`src/rtl/gpu_draw_pkg.sv`:
```
// Shared types and default widths for the streaming Bresenham line rasteriser.
package gpu_draw_pkg;

    localparam int SCREEN_X_W = 10;
    localparam int SCREEN_Y_W = 9;
    localparam int COLOR_W    = 8;

    typedef enum logic [1:0] {
        IDLE = 2'd0,
        RUN  = 2'd1,
        FIN  = 2'd2
    } line_state_t;

    typedef struct packed {
        logic [COLOR_W-1:0] r;
        logic [COLOR_W-1:0] g;
        logic [COLOR_W-1:0] b;
    } color_t;

endpackage

```
`src/rtl/gpu_draw_line_stream_if.sv`:
```
// Pixel stream from the rasteriser to the framebuffer write arbiter.
interface gpu_draw_line_stream_if #(
    parameter int X_W     = 10,
    parameter int Y_W     = 9,
    parameter int COLOR_W = 8
);
    logic               pix_valid;
    logic               pix_ready;
    logic [X_W-1:0]     pix_x;
    logic [Y_W-1:0]     pix_y;
    logic [COLOR_W-1:0] pix_r;
    logic [COLOR_W-1:0] pix_g;
    logic [COLOR_W-1:0] pix_b;
    logic               pix_last;

    modport master (
        output pix_valid, pix_x, pix_y, pix_r, pix_g, pix_b, pix_last,
        input  pix_ready
    );

    modport slave (
        input  pix_valid, pix_x, pix_y, pix_r, pix_g, pix_b, pix_last,
        output pix_ready
    );
endinterface

```
`src/rtl/gpu_draw_line_stream_step.sv`:
```
// One Bresenham step: both axis adjustments are decided from the pre-step error.
module gpu_bresenham_step #(
    parameter int X_W = 10,
    parameter int Y_W = 9,
    parameter int W   = 12
) (
    input  logic signed [W-1:0] err,
    input  logic signed [W-1:0] dx,
    input  logic signed [W-1:0] dy,
    input  logic [X_W-1:0]      cur_x,
    input  logic [Y_W-1:0]      cur_y,
    input  logic                sx_neg,
    input  logic                sy_neg,
    output logic signed [W-1:0] err_nxt,
    output logic [X_W-1:0]      x_nxt,
    output logic [Y_W-1:0]      y_nxt
);
    logic signed [W:0] e2_s;
    logic signed [W:0] dx_e_s;
    logic signed [W:0] dy_e_s;
    logic              step_x_s;
    logic              step_y_s;

    assign e2_s     = {err, 1'b0};
    assign dx_e_s   = {dx[W-1], dx};
    assign dy_e_s   = {dy[W-1], dy};
    assign step_x_s = (e2_s >= dy_e_s);
    assign step_y_s = (e2_s <= dx_e_s);

    // Next error and coordinates for the current pixel.
    always_comb begin
        err_nxt = err + (step_x_s ? dy : {W{1'b0}}) + (step_y_s ? dx : {W{1'b0}});
        x_nxt   = cur_x;
        y_nxt   = cur_y;
        if (!step_x_s) begin
            x_nxt = cur_x;
        end else if (sx_neg) begin
            x_nxt = cur_x - X_W'(1);
        end else begin
            x_nxt = cur_x + X_W'(1);
        end
        if (!step_y_s) begin
            y_nxt = cur_y;
        end else if (sy_neg) begin
            y_nxt = cur_y - Y_W'(1);
        end else begin
            y_nxt = cur_y + Y_W'(1);
        end
    end
endmodule

```
`src/rtl/gpu_draw_line_stream.sv`:
```
// Streaming Bresenham line rasteriser: one command in, one pixel per cycle out
// with backpressure, abort, last-pixel marking and optional endpoint suppression.
module gpu_draw_line_stream #(
    parameter int X_W       = gpu_draw_pkg::SCREEN_X_W,
    parameter int Y_W       = gpu_draw_pkg::SCREEN_Y_W,
    parameter int COLOR_W   = gpu_draw_pkg::COLOR_W,
    parameter bit SKIP_LAST = 1'b0
) (
    input  logic               clk,
    input  logic               n_rst,
    input  logic               start,
    input  logic               abort,
    input  logic [X_W-1:0]     x1,
    input  logic [Y_W-1:0]     y1,
    input  logic [X_W-1:0]     x2,
    input  logic [Y_W-1:0]     y2,
    input  logic [COLOR_W-1:0] r_i,
    input  logic [COLOR_W-1:0] g_i,
    input  logic [COLOR_W-1:0] b_i,
    output logic               busy,
    output logic               done,
    gpu_draw_line_stream_if.master pix
);
    import gpu_draw_pkg::*;

    localparam int W = ((X_W > Y_W) ? X_W : Y_W) + 2;
    localparam logic [1:0] ST_IDLE = IDLE;
    localparam logic [1:0] ST_RUN  = RUN;
    localparam logic [1:0] ST_FIN  = FIN;

    logic [1:0]          state_r;
    logic [X_W-1:0]      x_r, end_x_r;
    logic [Y_W-1:0]      y_r, end_y_r;
    logic signed [W-1:0] dx_r, dy_r, err_r;
    logic                sx_neg_r, sy_neg_r;
    logic [COLOR_W-1:0]  r_r, g_r, b_r;
    logic                valid_r, busy_r, done_r;

    logic signed [W-1:0] dx_in_s, ady_in_s, err_s;
    logic [X_W-1:0]      x_s;
    logic [Y_W-1:0]      y_s;
    logic                degen_s, at_last_s, hs_s;

    assign dx_in_s  = (x1 < x2) ? W'(x2 - x1) : W'(x1 - x2);
    assign ady_in_s = (y1 < y2) ? W'(y2 - y1) : W'(y1 - y2);
    assign degen_s  = (x1 == x2) && (y1 == y2);

    gpu_bresenham_step #(.X_W(X_W), .Y_W(Y_W), .W(W)) u_step (
        .err     (err_r),
        .dx      (dx_r),
        .dy      (dy_r),
        .cur_x   (x_r),
        .cur_y   (y_r),
        .sx_neg  (sx_neg_r),
        .sy_neg  (sy_neg_r),
        .err_nxt (err_s),
        .x_nxt   (x_s),
        .y_nxt   (y_s)
    );

    // With endpoint suppression the last emitted pixel is the one whose successor is the endpoint.
    assign at_last_s = SKIP_LAST ? ((x_s == end_x_r) && (y_s == end_y_r))
                                 : ((x_r == end_x_r) && (y_r == end_y_r));
    assign hs_s      = valid_r && pix.pix_ready;

    assign pix.pix_valid = valid_r;
    assign pix.pix_x     = x_r;
    assign pix.pix_y     = y_r;
    assign pix.pix_r     = r_r;
    assign pix.pix_g     = g_r;
    assign pix.pix_b     = b_r;
    assign pix.pix_last  = valid_r && at_last_s;
    assign busy          = busy_r;
    assign done          = done_r;

    // Command FSM, endpoint/colour latches and stepper state.
    always_ff @(posedge clk) begin
        if (!n_rst) begin
            state_r  <= ST_IDLE;
            x_r      <= {X_W{1'b0}};
            y_r      <= {Y_W{1'b0}};
            end_x_r  <= {X_W{1'b0}};
            end_y_r  <= {Y_W{1'b0}};
            dx_r     <= {W{1'b0}};
            dy_r     <= {W{1'b0}};
            err_r    <= {W{1'b0}};
            sx_neg_r <= 1'b0;
            sy_neg_r <= 1'b0;
            r_r      <= {COLOR_W{1'b0}};
            g_r      <= {COLOR_W{1'b0}};
            b_r      <= {COLOR_W{1'b0}};
            valid_r  <= 1'b0;
            busy_r   <= 1'b0;
            done_r   <= 1'b0;
        end else begin
            case (state_r)
                ST_IDLE: begin
                    done_r <= 1'b0;
                    if (start && !abort) begin
                        end_x_r  <= x2;
                        end_y_r  <= y2;
                        dx_r     <= dx_in_s;
                        dy_r     <= -ady_in_s;
                        err_r    <= dx_in_s - ady_in_s;
                        sx_neg_r <= !(x1 < x2);
                        sy_neg_r <= !(y1 < y2);
                        x_r      <= x1;
                        y_r      <= y1;
                        r_r      <= r_i;
                        g_r      <= g_i;
                        b_r      <= b_i;
                        busy_r   <= 1'b1;
                        if (SKIP_LAST && degen_s) begin
                            state_r <= ST_FIN;
                            valid_r <= 1'b0;
                        end else begin
                            state_r <= ST_RUN;
                            valid_r <= 1'b1;
                        end
                    end
                end
                ST_RUN: begin
                    if (abort) begin
                        state_r <= ST_IDLE;
                        valid_r <= 1'b0;
                        busy_r  <= 1'b0;
                    end else if (hs_s && at_last_s) begin
                        state_r <= ST_FIN;
                        valid_r <= 1'b0;
                        busy_r  <= 1'b0;
                        done_r  <= 1'b1;
                    end else if (hs_s) begin
                        x_r   <= x_s;
                        y_r   <= y_s;
                        err_r <= err_s;
                    end
                end
                ST_FIN: begin
                    // A line that emitted no pixels reaches FIN before its done pulse.
                    if (abort || done_r) begin
                        state_r <= ST_IDLE;
                        done_r  <= 1'b0;
                        busy_r  <= 1'b0;
                    end else begin
                        done_r <= 1'b1;
                        busy_r <= 1'b0;
                    end
                end
                default: begin
                    state_r <= ST_IDLE;
                    valid_r <= 1'b0;
                    busy_r  <= 1'b0;
                    done_r  <= 1'b0;
                end
            endcase
        end
    end
endmodule

```
`src/flat_wrapper.sv`:
```
// flat-port wrapper written by rule: the top's interface ports become plain ports
module gpu_draw_line_stream_flat import gpu_draw_pkg::*;
#(
    parameter int X_W       = gpu_draw_pkg::SCREEN_X_W,
    parameter int Y_W       = gpu_draw_pkg::SCREEN_Y_W,
    parameter int COLOR_W   = gpu_draw_pkg::COLOR_W,
    parameter bit SKIP_LAST = 1'b0
)
  (clk, n_rst, start, abort, x1, y1, x2, y2, r_i, g_i, b_i, busy, done, pix_pix_valid, pix_pix_x, pix_pix_y, pix_pix_r, pix_pix_g, pix_pix_b, pix_pix_last, pix_pix_ready);
  gpu_draw_line_stream_if #(.X_W(X_W), .Y_W(Y_W), .COLOR_W(COLOR_W)) pix_i ();
  input  logic clk;
  input  logic n_rst;
  input  logic start;
  input  logic abort;
  input  logic [X_W-1:0] x1;
  input  logic [Y_W-1:0] y1;
  input  logic [X_W-1:0] x2;
  input  logic [Y_W-1:0] y2;
  input  logic [COLOR_W-1:0] r_i;
  input  logic [COLOR_W-1:0] g_i;
  input  logic [COLOR_W-1:0] b_i;
  output logic busy;
  output logic done;
  output wire logic [$bits(pix_i.pix_valid)-1:0] pix_pix_valid;
  output wire logic [$bits(pix_i.pix_x)-1:0] pix_pix_x;
  output wire logic [$bits(pix_i.pix_y)-1:0] pix_pix_y;
  output wire logic [$bits(pix_i.pix_r)-1:0] pix_pix_r;
  output wire logic [$bits(pix_i.pix_g)-1:0] pix_pix_g;
  output wire logic [$bits(pix_i.pix_b)-1:0] pix_pix_b;
  output wire logic [$bits(pix_i.pix_last)-1:0] pix_pix_last;
  input wire logic [$bits(pix_i.pix_ready)-1:0] pix_pix_ready;
  assign pix_pix_valid = pix_i.pix_valid;
  assign pix_pix_x = pix_i.pix_x;
  assign pix_pix_y = pix_i.pix_y;
  assign pix_pix_r = pix_i.pix_r;
  assign pix_pix_g = pix_i.pix_g;
  assign pix_pix_b = pix_i.pix_b;
  assign pix_pix_last = pix_i.pix_last;
  assign pix_i.pix_ready = pix_pix_ready;
  gpu_draw_line_stream #(.X_W(X_W), .Y_W(Y_W), .COLOR_W(COLOR_W), .SKIP_LAST(SKIP_LAST)) u_core (.clk(clk), .n_rst(n_rst), .start(start), .abort(abort), .x1(x1), .y1(y1), .x2(x2), .y2(y2), .r_i(r_i), .g_i(g_i), .b_i(b_i), .busy(busy), .done(done), .pix(pix_i));
endmodule
```
`config.mk`:
```
export PLATFORM = sky130hd
export DESIGN_NAME = gpu_draw_line_stream_flat
export DESIGN_NICKNAME = d
export VERILOG_FILES = /design/src/rtl/gpu_draw_pkg.sv /design/src/rtl/gpu_draw_line_stream_if.sv /design/src/rtl/gpu_draw_line_stream_step.sv /design/src/rtl/gpu_draw_line_stream.sv /design/src/flat_wrapper.sv
export SDC_FILE = /design/constraint.sdc
export NUM_CORES = 1
export LEC_CHECK = 0
export BUFFER_PORTS_ARGS = -buffer_cell sky130_fd_sc_hd__buf_4
export CAP_MARGIN = 10
export CORE_MARGIN = 1.5
export CORE_UTILIZATION = 60
export CTS_CLUSTER_DIAMETER = 50
export DETAILED_ROUTE_END_ITERATION = 16
export PLACE_DENSITY = 0.88
export SYNTH_ARGS = -nofsm -noshare
export SYNTH_HDL_FRONTEND = slang
export SYNTH_SLANG_ARGS = --single-unit
```
`constraint.sdc`:
```
create_clock -name clk -period 7.4 [get_ports clk]
set_input_delay 0.37 -clock clk [delete_from_list [all_inputs] [get_ports clk]]
set_output_delay 0.37 -clock clk [all_outputs]
set_load 0.01 [all_outputs]
```
==> metrics.txt, run 1 <==
outcome=finished clean; reg-to-reg slack, setup=around 1900 ps; Worst-path clk slew=70 ps; Power Total=1.987 mW; Hold Crit Class=in -> reg; CP arrival=5770 ps; RePlAce Congestion=0.9581; max_cap viols=0; clock sink total=between 100 and 150; Post-Syn Area=8574 um2; endpoints failing hold=0; ys flop type=dfxtp_1; min Tclk post-route=5499 ps; die area=15020 um2; Starting Density=61.53%; Final ANT Viol Nets=0; Pins Over Slew Limit=0; post-DR wirelength/cell=16.34 um; register area share after synthesis=24.28%; metal1 wirelength=9737 um; Detail Route met3 WL=1413 um; Fillers=around 1.1k; Yosys reg bits=104; PD cells=202.5 nW/um2; clk_skew=5.246 ps; # diodes=0; first-pass GRT wire length=between 30000 and 40000 um; share of cells above drive strength 1=13.85%; drt via density=5.862; fin crit share=74.31%; CP max FO=12; CTS buffer count=9; Lkg Pwr=between 4 and 5 nW; Ports=114; EDFF count, synth=0; Post-CTS Setup Bufs=0; CP required=7670 ps; vias in the first global route=7513; Clock Latency Late Sink=360 ps; Max Root-Sink Buffers=2; Final Net Count=1374; placed cell area=9542 um2; synth top area cells=dfxtp_1, ha_1, nand2_1; Final TNS setup=0 ps; syn_nets=approximately 1.3k; Worst Tran Pin Value=1020 ps; Async S/R FF share, synth=0%; # H-tree levels=3; Mapped Avg Cell Area=7.809 um2; largest net degree at the start of global routing=70; # DRC=0; final WL=22410 um; most frequent cell after synthesis=nand2_1; final instance area=9809 um2; die width=122.5 um; Setup violations, final=0; std cell rows=43; Global Route Usage Sum=30.34%; DR vias=8037; Pre-Repair DR Iteration Count=6; RSZ-0062 raised after global routing=no; Slew headroom=32.03%; Peak VDD IR=0.1355 mV; Setup crit end kind=flip-flop; Post-CTS Hold Fix Bufs=0; cells after synthesis=around 1.1k; CORE AREA=13930 um2; CTS Root Cell=clkbuf_16; fmax=0.1819 GHz; Synth warnings=0; CTS tree=built; post-synth top area cell=dfxtp_1; critical path launch point type=flip-flop; IO Port Bufs=about 110; Crit Path Class=reg -> reg; area delta synth->final=14.40%; number of library cell types mapped by synthesis=79; die height=~120 um; Congestion Overflow GR=0; Routed met2 length=~11000 um; Final HPWL DP=16900 um; post-synth top area share=about a quarter; Top Metal Used=met4; initial DRC count=660; post_cts resized=0; initial antenna violation count=0; commonest cells in the netlist=nand2_1, inv_1, a21oi_1
worst paths after layout:
kind / start / end / depth (start not counted)
worst max-delay path: u_core.dx_r[6] / u_core.err_r[11] / 22
worst min-delay path: g_i[6] / u_core.pix.pix_g[6] / 3
worst max register to register: u_core.dx_r[6] / u_core.err_r[11] / 22
worst min register to register: u_core.pix.pix_b[2] / u_core.pix.pix_b[2] / 2
metrics by stage:
stage / hold WS, ps / worst slack, ps / instances / utilization (%)
floorplan: 440.3 / 2663 / 1098 / -
global placement: 442.9 / 2078 / 1355 / 68.47
detailed placement: 448.9 / 1946 / 1355 / 68.47
CTS: 248.0 / 1924 / 1371 / 70.40
global route: 252.9 / 1546 / 1371 / 70.40
finish: 251.7 / 1901 / 1371 / 70.40
layout make-up:
| cell class | count | area, um2 | share of cell area [%] |
|---|---|---|---|
| Clock buffer | 13 | 250.2 | 2.551 |
| Clock inverter | 3 | 17.52 | 0.1786 |
| Inverter | 127 | 476.7 | 4.860 |
| Multi-Input combinational cell | 825 | 5864 | 59.78 |
| Sequential cell | 104 | 2082 | 21.22 |
| Tap cell | 180 | 225.2 | 2.296 |
| Timing Repair Buffer | 119 | 893.4 | 9.107 |
layer usage:
layer	global-route usage [%]	up-vias
met1	39.98	3773
met4	13.44	0
li1	-	3916
met5	0	-
met3	3.903	44
met2	49.79	304
registers in the layout, summed over array words and instances (netlist names), 9 cells and up:
| register | count |
|---|---|
| u_core.err_r | 12 |
| u_core.dy_r | 12 |
| u_core.end_y_r | 9 |
| u_core.pix.pix_y | 9 |
| u_core.pix.pix_x | 10 |
| u_core.dx_r | 11 |
| u_core.end_x_r | 10 |
critical path, cell delays in order, from the launching register on:
cell      delay (ps)
dfxtp_1          370
inv_1             60
ha_1             300
a211oi_1         240
nor3_1            80
or3_1            370
o41a_1           380
o22ai_1          790
nand2_1          160
fa_1             460
inv_1             70
ha_1             160
inv_1             50
fa_1             400
inv_1             70
a21o_1           120
nand4_1          120
a31oi_1          250
a21o_1           160
a21oi_1           80
xnor3_1          350
mux2i_1          130
o32ai_1          250
cell usage in the layout (no fill, tap or decap), drive strengths merged, types with 29 or more instances in the layout:
cell,n
nor2,65
xor2,39
nand2,166
ha,102
buf,119
o21ai,48
xnor2,29
dfxtp,104
inv,126
a21oi,116
cells by family after synthesis:
family                   share of synthesized area, %
multiplexers                                    3.137
flip-flops                                      24.28
AND/OR/NAND/NOR                                 17.22
adder cells (fa/ha/maj)                         19.32
AO/OA/AOI/OAI                                   21.01
XOR/XNOR                                        7.471
buffers and inverters                           7.559
power breakdown:
part,total [mW],internal [mW],switching [mW],leakage (nW)
Sequential,0.649,0.603,0.0455,0.851
Clock,0.449,0.237,0.212,0.130
Combinational,0.889,0.370,0.519,3.60
(Power assumes the default switching activity.)
==> run 2: changes to the inputs <==
CORE_UTILIZATION = 59   (was 60)
PLACE_DENSITY = 0.86   (was 0.88)
clock period = 5.2 ns   (was 7.4 ns; I/O delays follow)
==> run 2 against run 1 <==
Compared with the run above: critical path depth shrank 2; critical endpoint unchanged; hold slack worse by 110 ps; largest cell class unchanged; wire length is 0.79% higher; count of clock-buffer cells in the layout down 4; largest power group unchanged; sequential share of layout area decreased by 0.13 points; die area increased by 1.6%; first-iteration DRC count down 21%; global-route usage is 0.36 points higher.
==> metrics.txt, run 2 (synthesized netlist as in run 1, its figures left out) <==
Max Root-Sink Buffers=2 (unchanged); Sequential Area=2082 um2 (unchanged); CP arrival=5260 ps (-510 ps); CP delay by family, top=compound AO/OA/AOI/OAI gates; Min Hold Slack=139.4 ps (-112.3 ps); CP required=5470 ps (-2200 ps); worst reg2reg startpoint=u_core.dx_r[6]; share of cells above drive strength 1=14.56% (+0.71 points); final setup margin=215.3 ps (-1686 ps); placed cell area=9572 um2 (+0.31%); die width=123.6 um (+0.82%); Worst Tran Pin Value=1159 ps (+139.1 ps); Ports=114 (unchanged); Pre-Repair DR Iteration Count=5 (-1); RSZ-0062 raised after global routing=no; Hold Crit Class=in -> reg; Starting Density=61.06% (-0.47 points); post-DR wirelength/cell=16.42 um (+0.50%); Final TNS setup=0 ps (unchanged); initial DRC count=520 (-21%); final WL=22580 um (+0.79%); IO Port Bufs=113 (unchanged); Slew headroom=22.76% (-9.3 points); CTS tree=built; fmax=0.2006 GHz (+10%); drt via density=5.866 (about the same); R2R Path End=u_core.err_r[11]; hold_sp=b_i[2]; Clock Latency Late Sink=360 ps (about the same); Worst-path clk slew=80 ps (about the same); hold path cells=3 (unchanged); RePlAce Congestion=0.9730 (+1.6%); Setup violations, final=0 (unchanged); clock sink total=104 (unchanged); PD cells=291.7 nW/um2 (+44%); R2R depth=20 (-9.1%); WP buf/inv=3 (-1); clk_skew=7.881 ps (+2.636 ps); worst-path cell chain=inv_1 > ha_1 > a211oi_1 > nor3_1 > or3_1 > o41a_1 > o22ai_2 > buf_4 > nand2_1 > fa_1 > inv_1 > ha_1 > and2_1 > o21ai_0 > a31oi_2 > a21o_1 > a21oi_1 > xnor3_1 > mux2i_1 > o32ai_1; Global Route Usage Sum=30.70% (+0.36 points); Setup crit end kind=flip-flop; vias in the first global route=7746 (+3.1%); Crit Path Class=reg -> reg; die height=123.6 um (+0.82%); most frequent cells in the layout=nand2_1, inv_1, buf_4; area of the multi-input gates=5877 um2 (+0.21%); final core utilization=70.28% (-0.11 points); crit path max-delay cell type=fa_1; pre-CTS setup slack=100.0 ps (-1846 ps); CP Depth=20 (-9.1%); first-pass GRT wire length=36960 um (+2.4%); die area=15260 um2 (+1.6%); largest net degree at the start of global routing=55 (-21%); Final ANT Viol Nets=0 (unchanged); final instance area=9869 um2 (+0.61%); Congestion Overflow GR=0 (unchanged); post_cts resized=0 (unchanged); Fillers=1112 (+3.6%); max_cap viols=0 (unchanged); CORE AREA=14040 um2 (+0.77%); reg-to-reg slack, setup=220 ps (-1690 ps); std cell rows=43 (unchanged); Peak VDD IR=0.1842 mV (+36%); Pins Over Slew Limit=0 (unchanged); # diodes=0 (unchanged); Final Net Count=1378 (+0.29%); # H-tree levels=3 (unchanged); initial antenna violation count=0 (unchanged); endpoints failing hold=0 (unchanged); outcome=finished clean; DR vias=8066 (+0.36%); critical path launch point type=flip-flop; fin crit share=95.86% (+22 points); Post-CTS Setup Bufs=0 (unchanged); Final HPWL DP=17060 um (+0.96%); commonest non-fill, non-tap cell in the layout=nand2_1; CP max stage delay=490 ps (-300 ps); CTS Root Cell=clkbuf_16; # DRC=0 (unchanged); Hold EP=u_core.pix.pix_b[2]; Lkg Pwr=4.614 nW (+0.73%); Post-CTS Hold Fix Bufs=0 (unchanged); CTS buffer count=9 (unchanged); area delta synth->final=15.10%; biggest regs=u_core.dy_r: 12 flops, u_core.err_r: 12 flops, u_core.dx_r: 11 flops; min Tclk post-route=4985 ps (-514.2 ps); CP max FO=5 (-7)
-- run 2: where the power goes --
group | total, mW | internal (mW) | switching, mW
combinational | 1.29 | 0.549 | 0.742
clock | 0.665 | 0.335 | 0.330
sequential | 0.923 | 0.858 | 0.0651
-- run 2: area by class of cell --
type / instances / area share (%)
multi-input cells: 825 / 59.55
flip-flops and latches: 104 / 21.10
repair buffers: 123 / 9.356
inverters: 127 / 4.830
clock buffers: 9 / 2.282
well taps: 180 / 2.282
clock inverters: 7 / 0.6085
-- run 2: per-layer routing --
metal	vias up	global-route usage [%]	share of wire [%]
met4	0	11.14	2.5
met1	3801	40.45	45
met5	-	0	0
met3	51	5.351	5.8
met2	276	50.56	47
li1	3938	-	-
-- run 2: stage by stage --
stage                     power, mW  instances
after global placement        2.161       1359
after CTS                     2.862       1375
after detailed placement      2.198       1359
after floorplan               1.825       1098
final                         2.878       1375
after global routing          3.076       1375
-- run 2: worst max path at each step --
stage	startpoint	endpoint	slack (ps)
floorplan	u_core.dx_r[6]	u_core.err_r[11]	460
global placement	u_core.dx_r[6]	u_core.err_r[11]	290
detailed placement	u_core.dx_r[6]	u_core.err_r[11]	100
CTS	u_core.dx_r[6]	u_core.err_r[11]	90
global route	u_core.dx_r[10]	u_core.err_r[11]	20
finish	u_core.dx_r[6]	u_core.err_r[11]	220
-- run 2: tightest hold or removal path, stage by stage --
cell	delay, ps
buf_4	110
nand2_1	40
a21oi_1	50
